File: src/rtl/if_stage.sv
`default_nettype none
// ============================================================================
// Module   : if_stage
// Purpose  : LoongArch instruction-fetch stage: next-PC selection, sync SRAM
//            read, valid/allowin handoff to decode, branch redirect handling.
// Build    : define IF_INST_BUF_EN to keep a stalled instruction in a local
//            buffer instead of relying on the SRAM holding its output.
// Revision : 1.0  initial release
// ============================================================================
module if_stage #(
  parameter logic [31:0] RESET_PC = 32'h1c00_0000
) (
  input  logic        clk,
  input  logic        reset,
  input  logic        id_allowin,
  input  logic        id_br_taken,
  input  logic [31:0] id_br_target,
  output logic        inst_sram_en,
  output logic [3:0]  inst_sram_we,
  output logic [31:0] inst_sram_addr,
  output logic [31:0] inst_sram_wdata,
  input  logic [31:0] inst_sram_rdata,
  output logic        if_to_id_valid,
  output logic [31:0] if_inst,
  output logic [31:0] if_pc
);

  localparam logic [31:0] PC_STEP     = 32'd4;
  localparam logic [31:0] PC_RESET_Q  = RESET_PC - PC_STEP;

  logic [31:0] fs_pc_q,      fs_pc_d;
  logic        fs_valid_q,   fs_valid_d;
  logic        br_pending_q, br_pending_d;
  logic [31:0] br_target_q,  br_target_d;

  logic        fs_allowin;
  logic        br_kill;
  logic        fetch;
  logic [31:0] nextpc;

  always_comb begin
    fs_allowin = ~fs_valid_q | id_allowin;
    // Redirect that cannot be serviced this cycle: remember it, drop IF.
    br_kill    = id_br_taken & fs_valid_q & ~id_allowin;
    fetch      = fs_allowin & ~reset;
    if (id_br_taken) begin
      nextpc = id_br_target;
    end else if (br_pending_q) begin
      nextpc = br_target_q;
    end else begin
      nextpc = fs_pc_q + PC_STEP;
    end
  end

  always_comb begin
    fs_pc_d      = fs_pc_q;
    fs_valid_d   = fs_valid_q;
    br_pending_d = br_pending_q;
    br_target_d  = br_target_q;
    if (fetch) begin
      fs_pc_d      = nextpc;
      fs_valid_d   = 1'b1;
      br_pending_d = 1'b0;
    end else if (br_kill) begin
      fs_valid_d   = 1'b0;
      br_pending_d = 1'b1;
      br_target_d  = id_br_target;
    end
  end

  always_ff @(posedge clk or posedge reset) begin
    if (reset) begin
      fs_pc_q      <= PC_RESET_Q;
      fs_valid_q   <= 1'b0;
      br_pending_q <= 1'b0;
      br_target_q  <= 32'h0;
    end else begin
      fs_pc_q      <= fs_pc_d;
      fs_valid_q   <= fs_valid_d;
      br_pending_q <= br_pending_d;
      br_target_q  <= br_target_d;
    end
  end

`ifdef IF_INST_BUF_EN
  logic        buf_valid_q, buf_valid_d;
  logic [31:0] inst_buf_q,  inst_buf_d;

  always_comb begin
    buf_valid_d = buf_valid_q;
    inst_buf_d  = inst_buf_q;
    if (fetch || br_kill) begin
      buf_valid_d = 1'b0;
    end else if (fs_valid_q && !id_allowin && !buf_valid_q) begin
      // First stalled cycle: SRAM output is still the fetched word.
      buf_valid_d = 1'b1;
      inst_buf_d  = inst_sram_rdata;
    end
  end

  always_ff @(posedge clk or posedge reset) begin
    if (reset) begin
      buf_valid_q <= 1'b0;
      inst_buf_q  <= 32'h0;
    end else begin
      buf_valid_q <= buf_valid_d;
      inst_buf_q  <= inst_buf_d;
    end
  end

  assign if_inst = buf_valid_q ? inst_buf_q : inst_sram_rdata;
`else
  assign if_inst = inst_sram_rdata;
`endif

  assign inst_sram_en    = fetch;
  assign inst_sram_we    = 4'h0;
  assign inst_sram_addr  = nextpc;
  assign inst_sram_wdata = 32'h0;
  assign if_to_id_valid  = fs_valid_q & ~id_br_taken & ~br_pending_q;
  assign if_pc           = fs_pc_q;

endmodule
`default_nettype wire

File: config.mk
export PLATFORM = sky130hd
export DESIGN_NAME = if_stage
export DESIGN_NICKNAME = d
export VERILOG_FILES = /design/src/rtl/if_stage.sv
export SDC_FILE = /design/constraint.sdc
export NUM_CORES = 1
export LEC_CHECK = 0
export BUFFER_PORTS_ARGS = -buffer_cell sky130_fd_sc_hd__buf_2
export CAP_MARGIN = 20
export CORE_MARGIN = 2
export CORE_UTILIZATION = 35
export DETAILED_ROUTE_END_ITERATION = 8
export PLACE_DENSITY = 0.64
export SETUP_SLACK_MARGIN = 0.1
export SYNTH_ARGS = -nofsm -noshare
export SYNTH_HDL_FRONTEND = slang
export SYNTH_SLANG_ARGS = --single-unit
export TNS_END_PERCENT = 1
File: constraint.sdc
create_clock -name clk -period 7.06 [get_ports clk]
set_input_delay 1.412 -clock clk [delete_from_list [all_inputs] [get_ports clk]]
set_output_delay 1.412 -clock clk [all_outputs]
set_load 0.05 [all_outputs]
* Word level (Yosys, flattened, before mapping)
Cells that the tools add are included.
Word-level totals: flip-flop bits (word level) 66, bits of input ports 68, output and inout port bits 134, logic and storage cells 25
Operators by class: $add $sub $neg 1, muxes and demuxes 6, bitwise gates (word level) 12, reductions and logical operators 2
Operators with widths (number):
- $mux 32 | 2
- $add 32x3->32 const B | 1
- $not 1->1 | 6
- $and 1x1->1 | 5
- $mux 1 | 4
- $reduce_and 2->1 | 1
- $reduce_bool 2->1 | 1
- $or 1x1->1 | 1

* Longest topological paths before layout
Gate-level depths: netlist (run 1).
word-level depth 5, mapped depth 8, mapped depth without buffers 5

* Least setup slack after synthesis (run 1)
OpenSTA, ideal clock, no wires.
path kind input -> output, from input port reset, to output port inst_sram_en, arrival 4.195 ns, required time 5.648 ns, path slack 1.453 ns, cell stages on the path 5, path buffers 2, path through inv_1 -> nand2_1 -> inv_1 -> clkbuf_1 -> clkbuf_1
Between the ends: word-level cells in the longest chain between the ends 2
RTL lines:
- start: declaration | RTL line 14 | input logic reset,
- $not 1->1 | RTL line 45 | fetch = fs_allowin & ~reset;
- $and 1x1->1 | RTL line 45
- end: declaration | RTL line 18 | output logic inst_sram_en,
Every way passes these cells.

* Final worst setup path (run 1)
from input port id_br_taken, to output port inst_sram_addr[9]
Between the ends: word-level cells in the longest chain between the ends 1
RTL lines:
- start: declaration | RTL line 16 | input logic id_br_taken,
- $mux 32 | RTL line 46 | if (id_br_taken) begin
- end: declaration | RTL line 20 | output logic [31:0] inst_sram_addr,
Every way passes these cells.

==> metrics.txt, run 1 <==
Tcrit/Tclk final=69.5%; Worst R2R End=if_pc[27]$_DFFE_PP1P_; Clock Sinks=66; drt initial violations=312; Psw=0.918 mW; CP Launch Type=input port; Final Setup Violations=0; cell mode on critical path=buf_2; crit path capture=inst_sram_addr[9]; Netlist cell types=61; Period minus WS final=4.91 ns; Final Util=40.0%; GP Congestion=0.888; sequential fraction of the synthesis area=33.7%; Hold Path Origin=br_target_q[20]$_DFFE_PP0P_; Initial Util=35.8%; H-tree depth=3; total CTS buffers=9; # nets final=707; pwr/cell area=353 nW/µm²; #FFs+latches synth=66; Post-Place Setup Slack=2.11 ns; Cell Area, Synth=4990 µm²; crit-path max FO=50; Worst Max-Slew Pin Slew=0.961 ns; largest net degree at the start of global routing=71; synth warn=0; ys async rst share=100%; diode count=0; chip width=123 µm; Post-CTS Setup Bufs=0; reg2reg start=fs_valid_q$_DFFE_PP0P_; VDD IR max=0.185 mV; Post-Syn Area per Cell=8.52 µm²; RSZ-0062 raised after global routing=no; cts hold-fix bufs=0; CTS root buffer=clkbuf_16; Max Clock Skew=0.00797 ns; PostCTS Resize Cnt=0; vias in the first global route=4353; Core Area=13900 µm²; combinational power share=42.8%; TritonRoute pass-1 iters=4; count of input and output buffers=101; Layout area overhead=11.7%; worst reg-to-reg path cell count=6; MaxCap Viol Count=0; CTS Buffer Depth=2; # DRC=0; area leader, netlist=dfrtp_1; Seq pwr share=32.3%; CTS tree=built; I/O pin cnt=202; Max stage delay on crit path=0.70 ns; total power=1.97 mW; commonest cells in the netlist=buf_4 (68), nand2_1 (68), dfrtp_1 (40); vias per inst=5.45; Die Area=15200 µm²; die height=123 µm; Achievable Freq=0.204 GHz; worst path arrival time=3.50 ns; Post-synth EDFFs=0; DR WL/cell=17.5 µm; Reg clk slew, reported paths=0.05 ns; max_slew headroom=35.9%; DP Wirelength=9.94 mm; Final Max Slew Viols=0; initial antenna violation count=0; Routed Antenna Nets=0; clk_lat worst skew=0.35 ns; slowest library cell on the worst path=buf_2; Rows=43; clock power share=24.9%; top-area cell type share of the netlist area=20.0%; result of the run=finished, final reports clean; total grt overflow=0; Final Hold Violating Endpoints=0; worst min path class=reg -> reg; Int Power=1.05 mW; crit path launch=id_br_taken; cells along the critical path=buf_2, buf_4, or3_1, nor3_1, or3b_2, buf_2; share of cells above drive strength 1=29.5%; CP Class=in -> out; Crit. End Element=primary output; Synth Instances=586; largest cells by area after synthesis=dfrtp_1 (20%), dfstp_2 (14%), buf_4 (10%); setup ws final=2.15 ns; final setup TNS=0 ns; total track usage=19.5%; Leakage=2.44 nW; WP data required=5.65 ns; Synth Flop Type=dfrtp_1; vias=4484; first-pass GRT wire length=22.7 mm; register-to-register setup slack=4.36 ns; drt total wl=14.4 mm; Filler cells=1429; sw frac=46.7%
[cells in the final DEF (no fill, tap or decap), drive strengths merged, types with 6 or more instances in the layout]
master / n
nor2: 22
nor3: 17
nand2b: 13
mux2i: 18
o21ai: 27
o31ai: 6
mux2: 31
buf: 108
dfstp: 26
nor3b: 7
dfrtp: 40
inv: 20
a21oi: 31
and2: 7
nand4: 22
a31oi: 7
conb: 36
nand3: 21
nand2: 68
o211ai: 7
o21a: 6
nor4: 14
clkbuf: 13
a211oi: 6
[sequential cells by signal (all words and copies together), names as in the netlist]
| name | count |
|---|---|
| if_pc | 32 |
| fs_valid_q | 1 |
| br_pending_q | 1 |
| br_target_q | 32 |
[power groups by stage]
stage                     sequential (mW)  combinational [mW]  clock [mW]
after global routing                0.655               0.900       0.518
after floorplan                     0.768               0.570           0
after CTS                           0.634               0.844       0.503
final                               0.636               0.842       0.490
after global placement              0.634               0.830           0
after detailed placement            0.640               0.843           0
[through the flow]
step	cells	area (µm²)	hold WS (ns)
6_report	823	5580	0.474
2_1_floorplan	621	5120	0.443
3_3_place_gp	807	5260	0.459
5_1_grt	823	5580	0.508
3_5_place_dp	807	5260	0.468
4_1_cts	823	5580	0.479
[layer usage]
| layer | up-vias | track usage [%] | part of all wire [%] |
|---|---|---|---|
| li1 | 2118 | - | - |
| met1 | 2171 | 24.8 | 44 |
| met2 | 172 | 31.8 | 48 |
| met3 | 23 | 5.67 | 6.4 |
| met4 | 0 | 6.46 | 1.7 |
| met5 | - | 0 | 0 |
[worst max-delay path, delay by kind of cell]
kind | cells | cell delay [ns]
AND/OR/NAND/NOR | 3 | 0.70
buffers and inverters | 3 | 1.38
[worst min-delay path by stage]
stage	slack, ns	endpoint	cells past startpoint
after detailed placement	0.47	br_target_q[20]$_DFFE_PP0P_	2
after floorplan	0.44	br_target_q[20]$_DFFE_PP0P_	2
after CTS	0.48	br_target_q[20]$_DFFE_PP0P_	2
after global routing	0.51	br_target_q[11]$_DFFE_PP0P_	1
after global placement	0.46	br_target_q[20]$_DFFE_PP0P_	2
final	0.47	br_target_q[20]$_DFFE_PP0P_	2
[logic make-up after synthesis]
kind of cell | count (synthesis) | share of synthesized area, %
xor gates and xnor gates | 8 | 1.40
other | 1 | 0.0751
buffers and inverters | 122 | 14.5
and+or+nand+nor | 221 | 23.9
muxes | 49 | 10.6
adders and majority gates | 1 | 0.251
AOI/OAI and AO/OA | 118 | 15.5
DFF | 66 | 33.7
[final cells by class]
| cell class | count | area, µm² | area share (%) |
|---|---|---|---|
| Sequential cell | 66 | 1690 | 30.2 |
| Clock buffer | 13 | 250 | 4.49 |
| Timing Repair Buffer | 108 | 558 | 10.0 |
| Inverter | 20 | 75.1 | 1.35 |
| Tap cell | 180 | 225 | 4.04 |
| Multi-Input combinational cell | 433 | 2720 | 48.7 |
| Clock inverter | 3 | 65.1 | 1.17 |
No activity file was read; power rests on OpenSTA's default activity.
==> inputs of run 2 (changes only) <==
- ABC_AREA: unset -> 1
- PLACE_DENSITY: 0.64 -> 0.65
- clock period: 7.06 -> 4.7 ns (I/O delays scaled with it)
==> run 2 against run 1 <==
  * Design area decreased by 5.0%
  * Synthesized cell count increased by 16%
  * Count of clock-buffer cells in the layout decreased by 2
  * Power increased by 33%
  * Worst setup slack got worse by 0.74 ns
  * Final cell count increased by 12%
  * Sequential power increased by 32%
  * Die area decreased by 6.3%
  * Area after synthesis decreased by 6.5%
  * Wire length decreased by 8.7%
  * Sequential share of layout area increased by 1.6 points
  * Clock skew decreased by 0.0011 ns
  * Critical path type is now reg -> out
  * Largest power group unchanged
  * Highest routed layer unchanged
==> metrics.txt, run 2 <==
max_slew headroom=31.6% (-4.3 points); Leakage=2.74 nW (+12%); Max stage delay on crit path=0.74 ns (+0.04 ns); pwr/cell area=496 nW/µm² (+41%); first-pass GRT wire length=20.7 mm (-8.4%); chip width=119 µm (-3.2%); sw frac=44.7% (-2.0 points); diode count=0 (unchanged); VDD IR max=0.295 mV (+59%); Core Area=13100 µm² (-5.7%); largest cells by area after synthesis=dfrtp_1 (21%), nand2_1 (21%), dfstp_2 (15%); #FFs+latches synth=66 (unchanged); synth warn=0 (unchanged); Final Non-Filler Cells=920 (+12%); CTS root buffer=clkbuf_16; vias=4315 (-3.8%); Netlist cell types=37 (-39%); vias per inst=4.69 (-14%); crit path launch=br_pending_q$_DFFE_PP0P_; WP data required=3.76 ns (-1.89 ns); commonest cells in the netlist=nand2_1 (259), buf_4 (68), inv_1 (56); Die Area=14300 µm² (-6.3%); Final Max Slew Viols=0 (unchanged); Int Power=1.45 mW (+38%); most frequent cells in the layout=nand2_1 (259), buf_2 (101), inv_1 (55); CTS Buffer Depth=2 (unchanged); die height=119 µm (-3.2%); Post-synth EDFFs=0 (unchanged); Filler cells=1406 (-1.6%); worst min path class=reg -> reg; total grt overflow=0 (unchanged); Final Hold Violating Endpoints=0 (unchanged); Max Clock Skew=0.00686 ns (-0.00112 ns); Hold Path Origin=br_target_q[10]$_DFFE_PP0P_; Initial Util=35.5% (-0.30 points); CP Class=reg -> out; share of cells above drive strength 1=24.7% (-4.8 points); area of the multi-input gates=2260 µm² (-17%); drt initial violations=250 (-20%); total track usage=18.9% (-0.59 points); CP Launch Type=flop; final setup TNS=0 ns (unchanged); total CTS buffers=9 (unchanged); Period minus WS final=3.29 ns; MaxCap Viol Count=0 (unchanged); clock power share=29.7% (+4.8 points); GP Congestion=0.860 (-3.2%); Achievable Freq=0.304 GHz; vias in the first global route=3907 (-10%); cell mode on critical path=inv_1; CTS tree=built; combinational power share=38.3% (-4.5 points); # nets final=808 (+14%); ys async rst share=100% (unchanged); reg2reg start=if_pc[3]$_DFFE_PP1P_; cells along the critical path=inv_1, nand3_1, nand2_1, o21ai_0, inv_1, buf_2; hold_ws=0.470 ns (-0.00414 ns); placed cells=904 (+12%); Psw=1.17 mW (+28%); crit-path max FO=30 (-40%); result of the run=finished, final reports clean; initial antenna violation count=0 (unchanged); Synth Instances=680 (+16%); Reg clk slew, reported paths=0.06 ns (about the same); leading cell type in the layout, fill and taps excluded=nand2_1; RSZ-0062 raised after global routing=no; Clock Sinks=66 (unchanged); cts hold-fix bufs=0 (unchanged); drt total wl=13.2 mm (-8.7%); worst path arrival time=2.35 ns (-1.15 ns); DR WL/cell=14.3 µm (-18%); # DRC=0 (unchanged); DP Wirelength=9.81 mm (-1.4%); TritonRoute pass-1 iters=5 (+1); Seq pwr share=32.0% (-0.3 points); Worst Max-Slew Pin Slew=1.02 ns (+0.0630 ns); H-tree depth=3 (unchanged); Crit. End Element=primary output; most common cell in the netlist=nand2_1; Post-CTS Setup Bufs=0 (unchanged); Layout area overhead=13.4%; largest net degree at the start of global routing=67 (-5.6%); slowest library cell on the worst path=inv_1; area leader, netlist=dfrtp_1; I/O pin cnt=202 (unchanged); Rows=42 (-2.3%); Routed Antenna Nets=0 (unchanged); Tcrit/Tclk final=70.0%; sequential fraction of the synthesis area=36.1% (+2.4 points); count of input and output buffers=101 (unchanged); top-area cell type share of the netlist area=21.4% (+1.4 points); Synth Flop Type=dfrtp_1; PostCTS Resize Cnt=0 (unchanged); register area=1680 µm² (about the same); Final Setup Violations=0 (unchanged); Post-Syn Area per Cell=6.87 µm² (-19%); Cell Area, Synth=4670 µm² (-6.5%); clk_lat worst skew=0.34 ns (about the same)
run 2: cell count changes in the layout (fill, tap and decap cells not counted), sizes merged, moves of 18 or more:
cell / before / now
mux2i: 18 / 0
nand2: 68 / 272
mux2: 31 / 0
nand4: 22 / 3
nor2: 22 / 45
inv: 20 / 60
run 2: worst max-delay path, delay by kind of cell, from the launching register on:
family                 cells  cell delay, ns
AOI/OAI and AO/OA          1            0.18
buffers and inverters      3            1.09
DFF                        1            0.37
and+or+nand+nor            2            0.36
run 2: kinds of logic after synthesis:
family,Yosys count,share of synthesized area [%]
simple gates,362,33.7
buf+inv,155,18.3
compound gates,88,10.3
flops,66,36.1
xor+xnor,7,1.31
fa+ha+maj,1,0.268
other cells,1,0.0803
run 2: layout make-up:
cell class / instances / area share, %
Multi-Input combinational cell: 494 / 42.7
Inverter: 61 / 4.32
Timing Repair Buffer: 107 / 10.4
Clock buffer: 11 / 4.99
Tap cell: 176 / 4.16
Clock inverter: 5 / 1.58
Sequential cell: 66 / 31.8
run 2: worst paths after layout:
| path | end | slack (ns) | cells past startpoint |
|---|---|---|---|
| max | inst_sram_addr[5] | 1.41 | 6 |
| min | br_target_q[10]$_DFFE_PP0P_ | 0.47 | 2 |
| max reg2reg | if_pc[26]$_DFFE_PP0P_ | 2.68 | 12 |
| min reg2reg | br_target_q[10]$_DFFE_PP0P_ | 0.47 | 2 |
| max in group asynchronous | if_pc[30]$_DFFE_PP0P_ | 3.25 | 3 |
| min in group asynchronous | fs_valid_q$_DFFE_PP0P_ | 0.88 | 3 |
run 2: per-layer routing:
metal  GRT usage (%)  up-vias  share of wire [%]
li1                -     2139                  -
met1            24.5     1997                 44
met2            31.1      158                 47
met3            5.09       21                7.2
met4            5.37        0                1.8
met5               0        -                  0
run 2: stage by stage:
stage                     utilization [%]  worst slack (ns)  area (µm²)  power [mW]
final                                40.3              1.41        5300        2.63
after global routing                 40.3              1.25        5300        2.76
after CTS                            40.3              1.41        5300        2.64
after floorplan                         -             0.328        4800        1.70
after detailed placement             37.7              1.45        4950        1.86
after global placement               37.7              1.46        4950        1.85
run 2: power groups by stage:
stage	registers [mW]	clock network [mW]	logic (mW)
final	0.840	0.780	1.01
after global routing	0.859	0.817	1.08
after CTS	0.840	0.792	1.01
after detailed placement	0.849	0	1.01
after global placement	0.848	0	1.00
after floorplan	1.02	0	0.673
==> inputs of run 3 (changes only) <==
- clock period: 4.7 -> 3.1 ns (I/O delays scaled with it)
==> run 3 against run 2 <==
  * Sequential power up 51%
  * Clock skew decreased by 0.0021 ns
  * Critical path type unchanged
  * Wire length up 2.0%
==> metrics.txt, run 3 (synthesis gave the netlist of run 2 again) <==
Initial Util=35.5% (unchanged); share of cells above drive strength 1=24.8% (+0.068 points); Achievable Freq=0.345 GHz; total CTS buffers=9 (unchanged); CP Class=reg -> out; DR WL/cell=14.6 µm (+1.8%); H-tree depth=3 (unchanged); Final Setup Violations=0 (unchanged); PostCTS Resize Cnt=0 (unchanged); diode count=0 (unchanged); max_slew headroom=40.6% (+9.0 points); Leakage=2.74 nW (about the same); Filler cells=1452 (+3.3%); Reg clk slew, reported paths=0.05 ns (about the same); clk_lat worst skew=0.34 ns (about the same); hold_ws=0.472 ns (+0.00183 ns); TritonRoute pass-1 iters=4 (-1); I/O pin cnt=202 (unchanged); first-pass GRT wire length=21.4 mm (+3.3%); M1 WL=5.83 mm (+1.3%); count of input and output buffers=101 (unchanged); WL met2=6.35 mm (+2.2%); vias per inst=4.66 (-0.59%); MaxCap Viol Count=0 (unchanged); area of the multi-input gates=2270 µm² (+0.33%); DP Wirelength=9.94 mm (+1.3%); Final Max Slew Viols=0 (unchanged); final setup TNS=0 ns (unchanged); most frequent cells in the layout=nand2_1 (259), buf_2 (98), inv_1 (55); chip width=119 µm (unchanged); largest net degree at the start of global routing=67 (unchanged); CP top delay family=flip-flops; Clock Sinks=66 (unchanged); slowest library cell on the worst path=dfstp_2; initial antenna violation count=0 (unchanged); Core Area=13100 µm² (unchanged); pwr/cell area=734 nW/µm² (+48%); CTS root buffer=clkbuf_16; result of the run=finished, final reports clean; die height=119 µm (unchanged); Rows=42 (unchanged); Max Clock Skew=0.00473 ns (-0.00212 ns); Tcrit/Tclk final=93.6%; CTS Buffer Depth=2 (unchanged); Post-CTS Setup Bufs=0 (unchanged); Die Area=14300 µm² (unchanged); RSZ-0062 raised after global routing=yes; DR top layer=met4; Crit. End Element=primary output; Period minus WS final=2.90 ns; VDD IR max=0.394 mV (+34%); total grt overflow=0 (unchanged); Buf+Inv Stages, Crit Path=1 (-2); # nets final=811 (+0.37%); Max stage delay on crit path=0.58 ns (-0.16 ns); worst path arrival time=2.28 ns (-0.07 ns); CTS tree=built; routed wl met3=1.03 mm (+8.5%); vias in the first global route=4068 (+4.1%); register area=1680 µm² (unchanged); vias=4299 (-0.37%); Routed Antenna Nets=0 (unchanged); Worst Max-Slew Pin Slew=0.891 ns (-0.133 ns); Final Hold Violating Endpoints=0 (unchanged); CP Launch Type=flop; worst min path class=reg -> reg; # DRC=0 (unchanged); GP Congestion=0.861 (+0.13%); total track usage=19.3% (+0.39 points); drt total wl=13.4 mm (+2.0%); drt initial violations=263 (+5.2%); cts hold-fix bufs=0 (unchanged); Layout area overhead=13.4% (about the same); cells along the critical path=ha_1, nand2_2, nor2_4, nand2_4, xor2_1, o21ai_1, o21a_1, buf_2; crit-path max FO=5 (-83%); leading cell type in the layout, fill and taps excluded=nand2_1; register-to-register setup slack=1.18 ns (-1.50 ns); WP data required=2.48 ns (-1.28 ns)
run 3: per-stage QoR:
step	cells	utilization (%)	setup WS, ns	area (µm²)	power, mW
floorplan	715	-	0.148	4810	2.58
global placement	907	37.9	0.579	4980	2.82
detailed placement	907	37.9	0.562	4980	2.83
CTS	922	40.2	0.192	5290	3.91
global route	922	40.3	0.0666	5290	4.09
finish	922	40.3	0.199	5290	3.89
run 3: final timing paths:
path                                                 start                    endpoint  depth (start not counted)
min in group asynchronous                            reset      fs_valid_q$_DFFE_PP0P_                          3
max in group asynchronous                            reset       if_pc[30]$_DFFE_PP0P_                          3
worst min-delay path            br_target_q[5]$_DFFE_PP0P_  br_target_q[5]$_DFFE_PP0P_                          2
worst max register to register        if_pc[3]$_DFFE_PP1P_       if_pc[26]$_DFFE_PP0P_                         12
worst max-delay path                  if_pc[3]$_DFFE_PP1P_          inst_sram_addr[10]                          8
worst min register to register  br_target_q[5]$_DFFE_PP0P_  br_target_q[5]$_DFFE_PP0P_                          2
run 3: worst reg2reg max path, stage by stage (launching register included):
cell,delay (ns)
dfstp_2,0.58
ha_1,0.19
nand2_2,0.08
nor2_4,0.16
nand2_4,0.14
nor2_8,0.17
nand2_1,0.06
nand2_1,0.05
nand3_1,0.09
nand2_1,0.08
nand2_1,0.06
nand2_1,0.08
nand2_1,0.05
run 3: per-layer routing:
| layer | track usage (%) | vias up |
|---|---|---|
| li1 | - | 2145 |
| met1 | 25.0 | 1972 |
| met2 | 31.5 | 160 |
| met3 | 5.66 | 22 |
| met4 | 5.22 | 0 |
| met5 | 0 | - |
run 3: power breakdown:
part / internal (mW) / switching, mW / leakage [nW]
sequential: 1.09 / 0.182 / 0.765
combinational: 0.345 / 1.20 / 1.82
clock: 0.683 / 0.384 / 0.152
total: 2.12 / 1.77 / 2.74
run 3: cell type report:
| type | instances | share of cell area, % |
|---|---|---|
| well taps | 176 | 4.16 |
| flip-flops and latches | 66 | 31.8 |
| clock inverters | 2 | 0.662 |
| multi-input cells | 494 | 42.9 |
| clock buffers | 13 | 5.11 |
| repair buffers | 110 | 11.0 |
| inverters | 61 | 4.40 |
